**config.mk**
```make
export PLATFORM = sky130hd
export DESIGN_NAME = mem_access_stage_flat
export DESIGN_NICKNAME = d
export VERILOG_FILES = /design/src/rtl/mem_access_stage_if.sv /design/src/rtl/mem_access_stage.sv /design/src/flat_wrapper.sv
export SDC_FILE = /design/constraint.sdc
export NUM_CORES = 1
export LEC_CHECK = 0
export CORE_MARGIN = 5
export CORE_UTILIZATION = 35
export CTS_BUF_LIST = sky130_fd_sc_hd__clkbuf_4
export DETAILED_ROUTE_END_ITERATION = 10
export HOLD_SLACK_MARGIN = 0.06
export PLACE_DENSITY = 0.71
export RECOVER_POWER = 50
export SYNTH_ARGS = -nofsm -noshare
export SYNTH_HDL_FRONTEND = slang
export SYNTH_SLANG_ARGS = --single-unit
```
**constraint.sdc**
```tcl
create_clock -name clk -period 1.89 [get_ports clk]
set_input_delay 0.378 -clock clk [delete_from_list [all_inputs] [get_ports clk]]
set_output_delay 0.378 -clock clk [all_outputs]
set_load 0.02 [all_outputs]
```
**src/rtl/mem_access_stage_if.sv**
```systemverilog
// Bundle of the EX/MEM input entry, the data-memory req/ack bus and the MEM/WB result registers.
// No logic. The stage drives the outputs combinationally or from registers.
// master = the stage's view; slave = the environment (upstream, memory, write-back).
// Signal groups: in_* (entry from EX), dmem_* (memory access), wb_* (results to the write-back mux),
// and misalign/bus_error (status pulses).
interface mem_access_stage_if;
    logic        in_valid;
    logic        in_ready;
    logic        in_mem_read;
    logic        in_mem_write;
    logic [2:0]  in_funct3;
    logic [31:0] in_alu_result;
    logic [31:0] in_bshift_result;
    logic [31:0] in_pc_result;
    logic [31:0] in_store_data;
    logic [1:0]  in_source_select;
    logic [4:0]  in_rd;
    logic        in_reg_write;

    logic        dmem_req;
    logic        dmem_we;
    logic [31:0] dmem_addr;
    logic [31:0] dmem_wdata;
    logic [3:0]  dmem_be;
    logic [31:0] dmem_rdata;
    logic        dmem_ack;

    logic        wb_valid;
    logic [31:0] wb_alu_result;
    logic [31:0] wb_bshift_result;
    logic [31:0] wb_pc_result;
    logic [31:0] wb_data_result;
    logic [1:0]  wb_source_select;
    logic [4:0]  wb_rd;
    logic        wb_reg_write;
    logic        misalign;
    logic        bus_error;

    modport master (
        input  in_valid, in_mem_read, in_mem_write, in_funct3, in_alu_result,
               in_bshift_result, in_pc_result, in_store_data, in_source_select,
               in_rd, in_reg_write, dmem_rdata, dmem_ack,
        output in_ready, dmem_req, dmem_we, dmem_addr, dmem_wdata, dmem_be,
               wb_valid, wb_alu_result, wb_bshift_result, wb_pc_result,
               wb_data_result, wb_source_select, wb_rd, wb_reg_write,
               misalign, bus_error
    );

    modport slave (
        output in_valid, in_mem_read, in_mem_write, in_funct3, in_alu_result,
               in_bshift_result, in_pc_result, in_store_data, in_source_select,
               in_rd, in_reg_write, dmem_rdata, dmem_ack,
        input  in_ready, dmem_req, dmem_we, dmem_addr, dmem_wdata, dmem_be,
               wb_valid, wb_alu_result, wb_bshift_result, wb_pc_result,
               wb_data_result, wb_source_select, wb_rd, wb_reg_write,
               misalign, bus_error
    );
endinterface

```
**src/rtl/mem_access_stage.sv**
```systemverilog
// Pipeline MEM stage: load/store over req/ack, load alignment/extension, store byte enables.
// Latency: 1 cycle for non-memory and misaligned ops, 2+ cycles for memory ops (1 + WAIT cycles).
// Backpressure: in_ready low while an access is outstanding; hung accesses abort after TIMEOUT_CYCLES.
// Ports: clk, rst (sync, active-high), bus (mem_access_stage_if.master: in_*, dmem_*, wb_*, misalign, bus_error).
module mem_access_stage #(
    parameter int unsigned TIMEOUT_CYCLES = 16   // 1..255
) (
    input  logic                  clk,
    input  logic                  rst,
    mem_access_stage_if.master    bus
);

    localparam logic [7:0] TMO_LAST = 8'(TIMEOUT_CYCLES - 1);

    typedef enum logic {S_IDLE, S_WAIT} state_t;

    state_t      state, state_nxt;
    logic [7:0]  tmo_cnt;

    logic        in_ready_c, dmem_req_c, done_ok, done_tmo;

    // entry fields held across the access
    logic [31:0] lat_alu, lat_bshift, lat_pc;
    logic [1:0]  lat_src;
    logic [4:0]  lat_rd;
    logic        lat_rw;
    logic [1:0]  lat_lane;
    logic        lat_sz_b, lat_sz_h, lat_uns;

    // registered outputs
    logic        dmem_we_q;
    logic [31:0] dmem_addr_q, dmem_wdata_q;
    logic [3:0]  dmem_be_q;
    logic        wb_valid_q, wb_rw_q, misalign_q, bus_error_q;
    logic [31:0] wb_alu_q, wb_bshift_q, wb_pc_q, wb_data_q;
    logic [1:0]  wb_src_q;
    logic [4:0]  wb_rd_q;

    // request decode
    logic        is_mem, sz_b, sz_h, addr_mis;
    logic        acc_mem, acc_mis, acc_alu;
    logic [3:0]  st_be;
    logic [31:0] st_wdata;
    logic [7:0]  ld_byte;
    logic [15:0] ld_half;
    logic [31:0] ld_fmt;

    // funct3[1:0] picks the size: 00 byte, 01 half, anything else (incl. undefined codes) word.
    always_comb begin
        is_mem   = bus.in_mem_read | bus.in_mem_write;
        sz_b     = (bus.in_funct3[1:0] == 2'b00);
        sz_h     = (bus.in_funct3[1:0] == 2'b01);
        addr_mis = sz_h ? bus.in_alu_result[0]
                        : (!sz_b && (bus.in_alu_result[1:0] != 2'b00));
        acc_alu  = in_ready_c && bus.in_valid && !is_mem;
        acc_mis  = in_ready_c && bus.in_valid &&  is_mem &&  addr_mis;
        acc_mem  = in_ready_c && bus.in_valid &&  is_mem && !addr_mis;
    end

    // store lane enables and replicated data; loads read the whole word
    always_comb begin
        st_be    = 4'b1111;
        st_wdata = 32'h0;
        if (bus.in_mem_write) begin
            if (sz_b) begin
                case (bus.in_alu_result[1:0])
                    2'd0:    st_be = 4'b0001;
                    2'd1:    st_be = 4'b0010;
                    2'd2:    st_be = 4'b0100;
                    default: st_be = 4'b1000;
                endcase
                st_wdata = {4{bus.in_store_data[7:0]}};
            end else if (sz_h) begin
                st_be    = bus.in_alu_result[1] ? 4'b1100 : 4'b0011;
                st_wdata = {2{bus.in_store_data[15:0]}};
            end else begin
                st_wdata = bus.in_store_data;
            end
        end
    end

    // load formatting from the lane captured at acceptance
    always_comb begin
        case (lat_lane)
            2'd0:    ld_byte = bus.dmem_rdata[7:0];
            2'd1:    ld_byte = bus.dmem_rdata[15:8];
            2'd2:    ld_byte = bus.dmem_rdata[23:16];
            default: ld_byte = bus.dmem_rdata[31:24];
        endcase
        ld_half = lat_lane[1] ? bus.dmem_rdata[31:16] : bus.dmem_rdata[15:0];
        if (lat_sz_b)
            ld_fmt = {{24{~lat_uns & ld_byte[7]}}, ld_byte};
        else if (lat_sz_h)
            ld_fmt = {{16{~lat_uns & ld_half[15]}}, ld_half};
        else
            ld_fmt = bus.dmem_rdata;
    end

    // FSM: state register
    always_ff @(posedge clk) begin
        if (rst) state <= S_IDLE;
        else     state <= state_nxt;
    end

    // FSM: next state
    always_comb begin
        state_nxt = state;
        case (state)
            S_IDLE:  if (acc_mem) state_nxt = S_WAIT;
            S_WAIT:  if (done_ok || done_tmo) state_nxt = S_IDLE;
            default: state_nxt = S_IDLE;
        endcase
    end

    // FSM: outputs. Ack beats a timeout landing in the same cycle.
    always_comb begin
        in_ready_c = (state == S_IDLE);
        dmem_req_c = (state == S_WAIT);
        done_ok    = (state == S_WAIT) &&  bus.dmem_ack;
        done_tmo   = (state == S_WAIT) && !bus.dmem_ack && (tmo_cnt == TMO_LAST);
    end

    // counts completed WAIT cycles without ack; zero whenever not waiting
    always_ff @(posedge clk) begin
        if (rst)
            tmo_cnt <= 8'd0;
        else if ((state == S_WAIT) && !bus.dmem_ack && !done_tmo)
            tmo_cnt <= tmo_cnt + 8'd1;
        else
            tmo_cnt <= 8'd0;
    end

    always_ff @(posedge clk) begin
        if (rst) begin
            lat_alu      <= '0;  lat_bshift <= '0;  lat_pc   <= '0;
            lat_src      <= '0;  lat_rd     <= '0;  lat_rw   <= 1'b0;
            lat_lane     <= '0;  lat_sz_b   <= 1'b0; lat_sz_h <= 1'b0; lat_uns <= 1'b0;
            dmem_we_q    <= 1'b0; dmem_addr_q <= '0; dmem_wdata_q <= '0; dmem_be_q <= '0;
            wb_valid_q   <= 1'b0; wb_rw_q     <= 1'b0;
            misalign_q   <= 1'b0; bus_error_q <= 1'b0;
            wb_alu_q     <= '0;  wb_bshift_q <= '0; wb_pc_q <= '0; wb_data_q <= '0;
            wb_src_q     <= '0;  wb_rd_q     <= '0;
        end else begin
            wb_valid_q  <= 1'b0;
            misalign_q  <= 1'b0;
            bus_error_q <= 1'b0;

            // single-cycle completions straight from the inputs
            if (acc_alu || acc_mis) begin
                wb_valid_q  <= 1'b1;
                wb_alu_q    <= bus.in_alu_result;
                wb_bshift_q <= bus.in_bshift_result;
                wb_pc_q     <= bus.in_pc_result;
                wb_src_q    <= bus.in_source_select;
                wb_rd_q     <= bus.in_rd;
                wb_data_q   <= 32'h0;
                wb_rw_q     <= acc_alu & bus.in_reg_write;
                misalign_q  <= acc_mis;
            end

            if (acc_mem) begin
                lat_alu      <= bus.in_alu_result;
                lat_bshift   <= bus.in_bshift_result;
                lat_pc       <= bus.in_pc_result;
                lat_src      <= bus.in_source_select;
                lat_rd       <= bus.in_rd;
                lat_rw       <= bus.in_reg_write;
                lat_lane     <= bus.in_alu_result[1:0];
                lat_sz_b     <= sz_b;
                lat_sz_h     <= sz_h;
                lat_uns      <= bus.in_funct3[2];
                dmem_we_q    <= bus.in_mem_write;
                dmem_addr_q  <= {bus.in_alu_result[31:2], 2'b00};
                dmem_wdata_q <= st_wdata;
                dmem_be_q    <= st_be;
            end

            if (done_ok || done_tmo) begin
                wb_valid_q  <= 1'b1;
                wb_alu_q    <= lat_alu;
                wb_bshift_q <= lat_bshift;
                wb_pc_q     <= lat_pc;
                wb_src_q    <= lat_src;
                wb_rd_q     <= lat_rd;
                wb_data_q   <= (done_ok && !dmem_we_q) ? ld_fmt : 32'h0;
                wb_rw_q     <= done_ok & lat_rw;
                bus_error_q <= done_tmo;
            end
        end
    end

    assign bus.in_ready         = in_ready_c;
    assign bus.dmem_req         = dmem_req_c;
    assign bus.dmem_we          = dmem_we_q;
    assign bus.dmem_addr        = dmem_addr_q;
    assign bus.dmem_wdata       = dmem_wdata_q;
    assign bus.dmem_be          = dmem_be_q;
    assign bus.wb_valid         = wb_valid_q;
    assign bus.wb_alu_result    = wb_alu_q;
    assign bus.wb_bshift_result = wb_bshift_q;
    assign bus.wb_pc_result     = wb_pc_q;
    assign bus.wb_data_result   = wb_data_q;
    assign bus.wb_source_select = wb_src_q;
    assign bus.wb_rd            = wb_rd_q;
    // write enable only means something alongside wb_valid
    assign bus.wb_reg_write     = wb_rw_q & wb_valid_q;
    assign bus.misalign         = misalign_q;
    assign bus.bus_error        = bus_error_q;

endmodule

```
**src/flat_wrapper.sv**
```systemverilog
// flat-port wrapper written by rule: the top's interface ports become plain ports
module mem_access_stage_flat 
#(
    parameter int unsigned TIMEOUT_CYCLES = 16            
)
  (clk, rst, bus_in_valid, bus_in_mem_read, bus_in_mem_write, bus_in_funct3, bus_in_alu_result, bus_in_bshift_result, bus_in_pc_result, bus_in_store_data, bus_in_source_select, bus_in_rd, bus_in_reg_write, bus_dmem_rdata, bus_dmem_ack, bus_in_ready, bus_dmem_req, bus_dmem_we, bus_dmem_addr, bus_dmem_wdata, bus_dmem_be, bus_wb_valid, bus_wb_alu_result, bus_wb_bshift_result, bus_wb_pc_result, bus_wb_data_result, bus_wb_source_select, bus_wb_rd, bus_wb_reg_write, bus_misalign, bus_bus_error);
  mem_access_stage_if bus_i ();
  input  logic clk;
  input  logic rst;
  input wire logic [$bits(bus_i.in_valid)-1:0] bus_in_valid;
  input wire logic [$bits(bus_i.in_mem_read)-1:0] bus_in_mem_read;
  input wire logic [$bits(bus_i.in_mem_write)-1:0] bus_in_mem_write;
  input wire logic [$bits(bus_i.in_funct3)-1:0] bus_in_funct3;
  input wire logic [$bits(bus_i.in_alu_result)-1:0] bus_in_alu_result;
  input wire logic [$bits(bus_i.in_bshift_result)-1:0] bus_in_bshift_result;
  input wire logic [$bits(bus_i.in_pc_result)-1:0] bus_in_pc_result;
  input wire logic [$bits(bus_i.in_store_data)-1:0] bus_in_store_data;
  input wire logic [$bits(bus_i.in_source_select)-1:0] bus_in_source_select;
  input wire logic [$bits(bus_i.in_rd)-1:0] bus_in_rd;
  input wire logic [$bits(bus_i.in_reg_write)-1:0] bus_in_reg_write;
  input wire logic [$bits(bus_i.dmem_rdata)-1:0] bus_dmem_rdata;
  input wire logic [$bits(bus_i.dmem_ack)-1:0] bus_dmem_ack;
  output wire logic [$bits(bus_i.in_ready)-1:0] bus_in_ready;
  output wire logic [$bits(bus_i.dmem_req)-1:0] bus_dmem_req;
  output wire logic [$bits(bus_i.dmem_we)-1:0] bus_dmem_we;
  output wire logic [$bits(bus_i.dmem_addr)-1:0] bus_dmem_addr;
  output wire logic [$bits(bus_i.dmem_wdata)-1:0] bus_dmem_wdata;
  output wire logic [$bits(bus_i.dmem_be)-1:0] bus_dmem_be;
  output wire logic [$bits(bus_i.wb_valid)-1:0] bus_wb_valid;
  output wire logic [$bits(bus_i.wb_alu_result)-1:0] bus_wb_alu_result;
  output wire logic [$bits(bus_i.wb_bshift_result)-1:0] bus_wb_bshift_result;
  output wire logic [$bits(bus_i.wb_pc_result)-1:0] bus_wb_pc_result;
  output wire logic [$bits(bus_i.wb_data_result)-1:0] bus_wb_data_result;
  output wire logic [$bits(bus_i.wb_source_select)-1:0] bus_wb_source_select;
  output wire logic [$bits(bus_i.wb_rd)-1:0] bus_wb_rd;
  output wire logic [$bits(bus_i.wb_reg_write)-1:0] bus_wb_reg_write;
  output wire logic [$bits(bus_i.misalign)-1:0] bus_misalign;
  output wire logic [$bits(bus_i.bus_error)-1:0] bus_bus_error;
  assign bus_i.in_valid = bus_in_valid;
  assign bus_i.in_mem_read = bus_in_mem_read;
  assign bus_i.in_mem_write = bus_in_mem_write;
  assign bus_i.in_funct3 = bus_in_funct3;
  assign bus_i.in_alu_result = bus_in_alu_result;
  assign bus_i.in_bshift_result = bus_in_bshift_result;
  assign bus_i.in_pc_result = bus_in_pc_result;
  assign bus_i.in_store_data = bus_in_store_data;
  assign bus_i.in_source_select = bus_in_source_select;
  assign bus_i.in_rd = bus_in_rd;
  assign bus_i.in_reg_write = bus_in_reg_write;
  assign bus_i.dmem_rdata = bus_dmem_rdata;
  assign bus_i.dmem_ack = bus_dmem_ack;
  assign bus_in_ready = bus_i.in_ready;
  assign bus_dmem_req = bus_i.dmem_req;
  assign bus_dmem_we = bus_i.dmem_we;
  assign bus_dmem_addr = bus_i.dmem_addr;
  assign bus_dmem_wdata = bus_i.dmem_wdata;
  assign bus_dmem_be = bus_i.dmem_be;
  assign bus_wb_valid = bus_i.wb_valid;
  assign bus_wb_alu_result = bus_i.wb_alu_result;
  assign bus_wb_bshift_result = bus_i.wb_bshift_result;
  assign bus_wb_pc_result = bus_i.wb_pc_result;
  assign bus_wb_data_result = bus_i.wb_data_result;
  assign bus_wb_source_select = bus_i.wb_source_select;
  assign bus_wb_rd = bus_i.wb_rd;
  assign bus_wb_reg_write = bus_i.wb_reg_write;
  assign bus_misalign = bus_i.misalign;
  assign bus_bus_error = bus_i.bus_error;
  mem_access_stage #(.TIMEOUT_CYCLES(TIMEOUT_CYCLES)) u_core (.clk(clk), .rst(rst), .bus(bus_i));
endmodule
```
==> impl_summary.md, run 1 <==
Clock tree
The clock net in this run drives a total of 292 sinks. The later pin in the worst-skew pair is clocked with a latency of 0.73 ns. The total clock buffers created by CTS is 80. The H-tree level count is 3. The maximum number of buffers from clock root to sink is 3. The count of hold buffers inserted by post-cts repair is 0. The CTS tree is built. Clock-pin slew was measured on the worst setup and hold paths at 0.06 ns. The tree is rooted in a sky130_fd_sc_hd__clkbuf_4.

Worst setup path
The setup slack of the worst register-to-register path is 0.06 ns. The startpoint kind of the worst setup timing path is a flip-flop. The startpoint identified for the worst register-to-register timing path is u_core.tmo_cnt[0]$_SDFF_PP0_. The worst-case reg-to-reg path depth is 7. Walking the worst path, the cells encountered are ha_1, and3_4, and3_4, buf_12, clkbuf_16, nor4_1, nor4_2. The worst endpoint required time is 2.43 ns. Counting stages on the worst path, the most repeated cell is sky130_fd_sc_hd__and3_4. The highest fanout seen on the critical path is 19. The endpoint of the worst register-to-register path is u_core.bus.wb_alu_result[27]$_SDFFE_PP0P_. The sort of element at the end of the critical path is a flip-flop. The worst setup path is of the reg -> reg kind. The slowest stage of the critical path is the sky130_fd_sc_hd__dfxtp_1 cell. For the worst setup path, the data arrival time is 2.37 ns. For this run, the slowest stage of the critical path takes 0.33 ns.

Place
The detailed placement HPWL is 28800 um. Routability-driven placement finished with a final weighted congestion of 0.895. The quantity of I/O buffers inserted on ports is 384.

Logic synthesis
The warning count from the yosys run is 0. The main combinational cell family by area after synthesis is simple AND/OR/NAND/NOR gates. The number of synthesized flops with an enable pin is 0. Ranked by total cell area, the synthesized netlist is headed by sky130_fd_sc_hd__dfxtp_1 48%, sky130_fd_sc_hd__nand2_1 7.5%, sky130_fd_sc_hd__a21oi_1 6.4%. The count of cell types in the netlist is 57. Among all flip-flop cells after synthesis, the most frequent one is sky130_fd_sc_hd__dfxtp_1.

The share of synthesized area in the top cell type comes to 0.476. For this run, asynchronously set or reset flops after synthesis account for 0. The simple-gate portion of the synthesized area is 0.252. The most common cell in the netlist is sky130_fd_sc_hd__dfxtp_1. Summed over all instances, the cell type with the most area after synthesis is sky130_fd_sc_hd__dfxtp_1. Of the total synthesized cell area, the portion taken by XOR and XNOR cells is 0.00428. A synthesized cell averages 8.68 um2. Of the synthesized area, sequential elements account for 0.476.

Synthesis inferred 292 register bits. The adder and majority cell fraction of the synthesized area is 0.00102. The post-synthesis mux area share is 0.0489. The post-synthesis instance area is 12300 um2. Ranked by instance count, the synthesized netlist is headed by 292 x sky130_fd_sc_hd__dfxtp_1, 245 x sky130_fd_sc_hd__nand2_1, 169 x sky130_fd_sc_hd__nor2_1. The post-synthesis compound-gate area fraction came to 0.143. The number of instances in the synthesized netlist is 1415.

Detailed routing
Dividing the detail-routed via count by the number of cells gives 5.22. The routed via count is 12200. The count of nets left with antenna violations once routing finished came out at 0. The per-cell routed wire length is 18.2 um. The number of design-rule violations left by the first detailed-router iteration is 763. For this block, the routed nets add up to 42400 um of wire. The post-route DRC violation count is 0. The number of optimization iterations in the first detailed-route pass is 5.

Timing
For the finished layout, the period the worst path requires is 1.83 ns. Dividing the final minimum period by the clock period gives 0.969. The worst slew margin relative to its limit is 0.390.

For this run, the top clock speed supported by timing is 546 MHz. The max-slew violation count is 0. The total count of hold-check failures in the final report came to 0. The setup skew after layout is 0.0543 ns. The measured slew at the worst slew-check pin is 0.915 ns. Setup violations remaining at the end of the flow were counted as 0. Hold is met by 0.237 ns.

Die
For this configuration, the core starts out at a cell density of 0.355. In this run the standard cell core region covers 34500 um2. The die covers 38900 um2.

The boundary pin count is 387. The number of core rows is 68. The die is 197 um tall. The die boundary width is 197 um.

Min path
Counting instances, the worst hold path has a depth of 3. The min-delay analysis places its worst path in the category in -> reg. The capture endpoint of the worst hold path is u_core.lat_bshift[27]$_SDFFE_PP0P_. The startpoint of the lowest-slack hold path is bus_in_bshift_result[27].

Cells and area
The layout filler cell count is 3274. For this run, the share of the core covered by cells in the final layout is 0.518. The layout overhead on the synthesized area is 45.8%.

The proportion of layout cells with a drive suffix above 1 is 0.176. The net count of the finished layout is 1999.

Power and ir drop
The leakage power is 7.43 nW. IR analysis of the VDD net gives a maximum drop of 0.552 mV. Dividing total power by cell area gives a power density of 864 nW/um2.

Global routing
The total routing usage reported by global routing is 0.205. The via count of the first global-routing pass came to 11900. The maximum number of pins on one net before global-route repair is 157. The first-pass GRT wire length is 64800 um. The number of antenna violations at the first check in global routing was 2. The global route total overflow is 0.

Run
The number of violations of the max-capacitance limit is 0.

Run status
The run finished with clean final reports.
==> metrics by stage <==
stage                     setup slack, ns  instance area (um2)  total power [mW]  TNS (ns)  std cells
after floorplan                     0.122                12300              8.30         0       1416
after global placement             -0.519                16900              9.71    -72.01       2188
after detailed placement           -0.532                16900              9.76    -82.16       2188
after CTS                         -0.0680                17900              15.7     -1.84       2326
after global routing             -0.00643                17900              16.3  -0.00884       2333
final                              0.0591                17900              15.5         0       2333
==> worst max-delay path by stage <==
stage                                                startpoint                                      endpoint  slack [ns]  cells after the start
detailed placement                                 bus_dmem_ack    u_core.bus.wb_data_result[28]$_SDFFE_PP0P_       -0.53                      5
global route        u_core.bus.wb_bshift_result[7]$_SDFFE_PP0P_                       bus_wb_bshift_result[7]      -0.006                      1
finish                             u_core.tmo_cnt[0]$_SDFF_PP0_     u_core.bus.wb_alu_result[27]$_SDFFE_PP0P_        0.06                      7
floorplan                          u_core.tmo_cnt[0]$_SDFF_PP0_     u_core.bus.wb_alu_result[21]$_SDFFE_PP0P_        0.12                      8
global placement                                   bus_dmem_ack    u_core.bus.wb_data_result[16]$_SDFFE_PP0P_       -0.52                      5
CTS                                u_core.tmo_cnt[0]$_SDFF_PP0_  u_core.bus.wb_bshift_result[22]$_SDFFE_PP0P_       -0.07                      6
==> what timing repair did <==
| action | CTS | global route |
|---|---|---|
| gates resized for setup | 333 | 29 |
| endpoints found under the setup margin | 266 | 135 |
| gates cloned | 0 | 2 |
| setup buffers | 0 | 4 |
| pin swaps | 0 | 2 |
==> cells by family (layout without fill, tap and decap cells) <==
group / after synthesis / after routing
simple gates: 620 / 620
buf+inv: 162 / 623
xor+xnor: 6 / 6
mux: 50 / 50
compound gates: 283 / 283
other cells: 1 / 3
fa+ha+maj: 1 / 1
flops: 292 / 292
==> power breakdown <==
part           switching [mW]  internal (mW)  total (mW)
combinational            1.48           1.26        2.74
sequential              0.205           6.51        6.72
clock                    2.62           3.39        6.01
==> sequential cells by signal, indices dropped and copies added, names as in the netlist, 4 cells and up <==
signal / cells
u_core.bus.wb_data_result: 32
u_core.lat_bshift: 32
u_core.lat_rd: 5
u_core.tmo_cnt: 8
u_core.bus.wb_bshift_result: 32
u_core.bus.wb_pc_result: 32
u_core.bus.dmem_wdata: 32
u_core.lat_pc: 32
u_core.bus.wb_alu_result: 32
u_core.bus.dmem_be: 4
u_core.bus.wb_rd: 5
u_core.lat_alu: 31
==> cell usage in the layout (no fill, tap or decap), types with 4 or more instances in the layout <==
cell | synthesis | layout
sky130_fd_sc_hd__dfxtp_1 | 292 | 291
sky130_fd_sc_hd__nor4_1 | 103 | 91
sky130_fd_sc_hd__clkbuf_4 | 0 | 120
sky130_fd_sc_hd__o21ai_0 | 20 | 32
sky130_fd_sc_hd__nand3_1 | 35 | 35
sky130_fd_sc_hd__nand2_1 | 245 | 245
sky130_fd_sc_hd__clkinv_1 | 0 | 12
sky130_fd_sc_hd__a211oi_1 | 4 | 4
sky130_fd_sc_hd__clkdlybuf4s15_1 | 0 | 61
sky130_fd_sc_hd__mux4_2 | 8 | 8
sky130_fd_sc_hd__clkdlybuf4s15_2 | 0 | 20
sky130_fd_sc_hd__a22oi_1 | 32 | 32
sky130_fd_sc_hd__buf_4 | 48 | 57
sky130_fd_sc_hd__clkbuf_1 | 52 | 6
sky130_fd_sc_hd__bufinv_16 | 0 | 4
sky130_fd_sc_hd__dlygate4sd2_1 | 0 | 114
sky130_fd_sc_hd__a21oi_1 | 157 | 157
sky130_fd_sc_hd__buf_12 | 0 | 27
sky130_fd_sc_hd__nor4_2 | 40 | 52
sky130_fd_sc_hd__mux2i_1 | 42 | 42
sky130_fd_sc_hd__a21o_1 | 8 | 8
sky130_fd_sc_hd__a22o_1 | 15 | 15
sky130_fd_sc_hd__clkbuf_2 | 1 | 13
sky130_fd_sc_hd__clkdlybuf4s50_1 | 0 | 175
sky130_fd_sc_hd__a221o_1 | 15 | 15
sky130_fd_sc_hd__nor2_1 | 169 | 168
==> routing by layer <==
| metal | share of wire | vias up | GRT usage | wire length [um] |
|---|---|---|---|---|
| met5 | 0.00031 | - | 0 | 13 |
| met4 | 0.029 | 2 | 0.0842 | 1210 |
| met3 | 0.082 | 76 | 0.0570 | 3470 |
| met2 | 0.48 | 467 | 0.334 | 20300 |
| met1 | 0.41 | 5808 | 0.256 | 17400 |
| li1 | - | 5830 | - | - |
==> cell type report <==
cell class                 instances  area [um2]  share of cell area
timing repair buffer             482        4760               0.266
multi-input combinational        962        5630               0.315
clock buffer                     118         886              0.0495
antenna                            1        2.50            0.000140
inverter                           3        11.3            0.000629
sequential                       292        5850               0.327
tap                              455         569              0.0318
clock inverter                    20         188              0.0105
==> worst max-delay path: cells and delay by family (launching register included) <==
family | cells | cell delay, ns
AND/OR/NAND/NOR | 4 | 0.75
flip-flops | 1 | 0.33
buffers and inverters | 2 | 0.33
adder cells (fa/ha/maj) | 1 | 0.24
Power figures use the tool's default switching activity.
==> run 2, diff against run 1 <==
--- a/config.mk
+++ b/config.mk
@@ -9,7 +9,6 @@
 export CORE_UTILIZATION = 35
 export CTS_BUF_LIST = sky130_fd_sc_hd__clkbuf_4
 export DETAILED_ROUTE_END_ITERATION = 10
-export HOLD_SLACK_MARGIN = 0.06
 export PLACE_DENSITY = 0.71
 export RECOVER_POWER = 50
 export SYNTH_ARGS = -nofsm -noshare
==> results of run 2 <==
Final layout, timing and power as in run 1 (identical DEF).
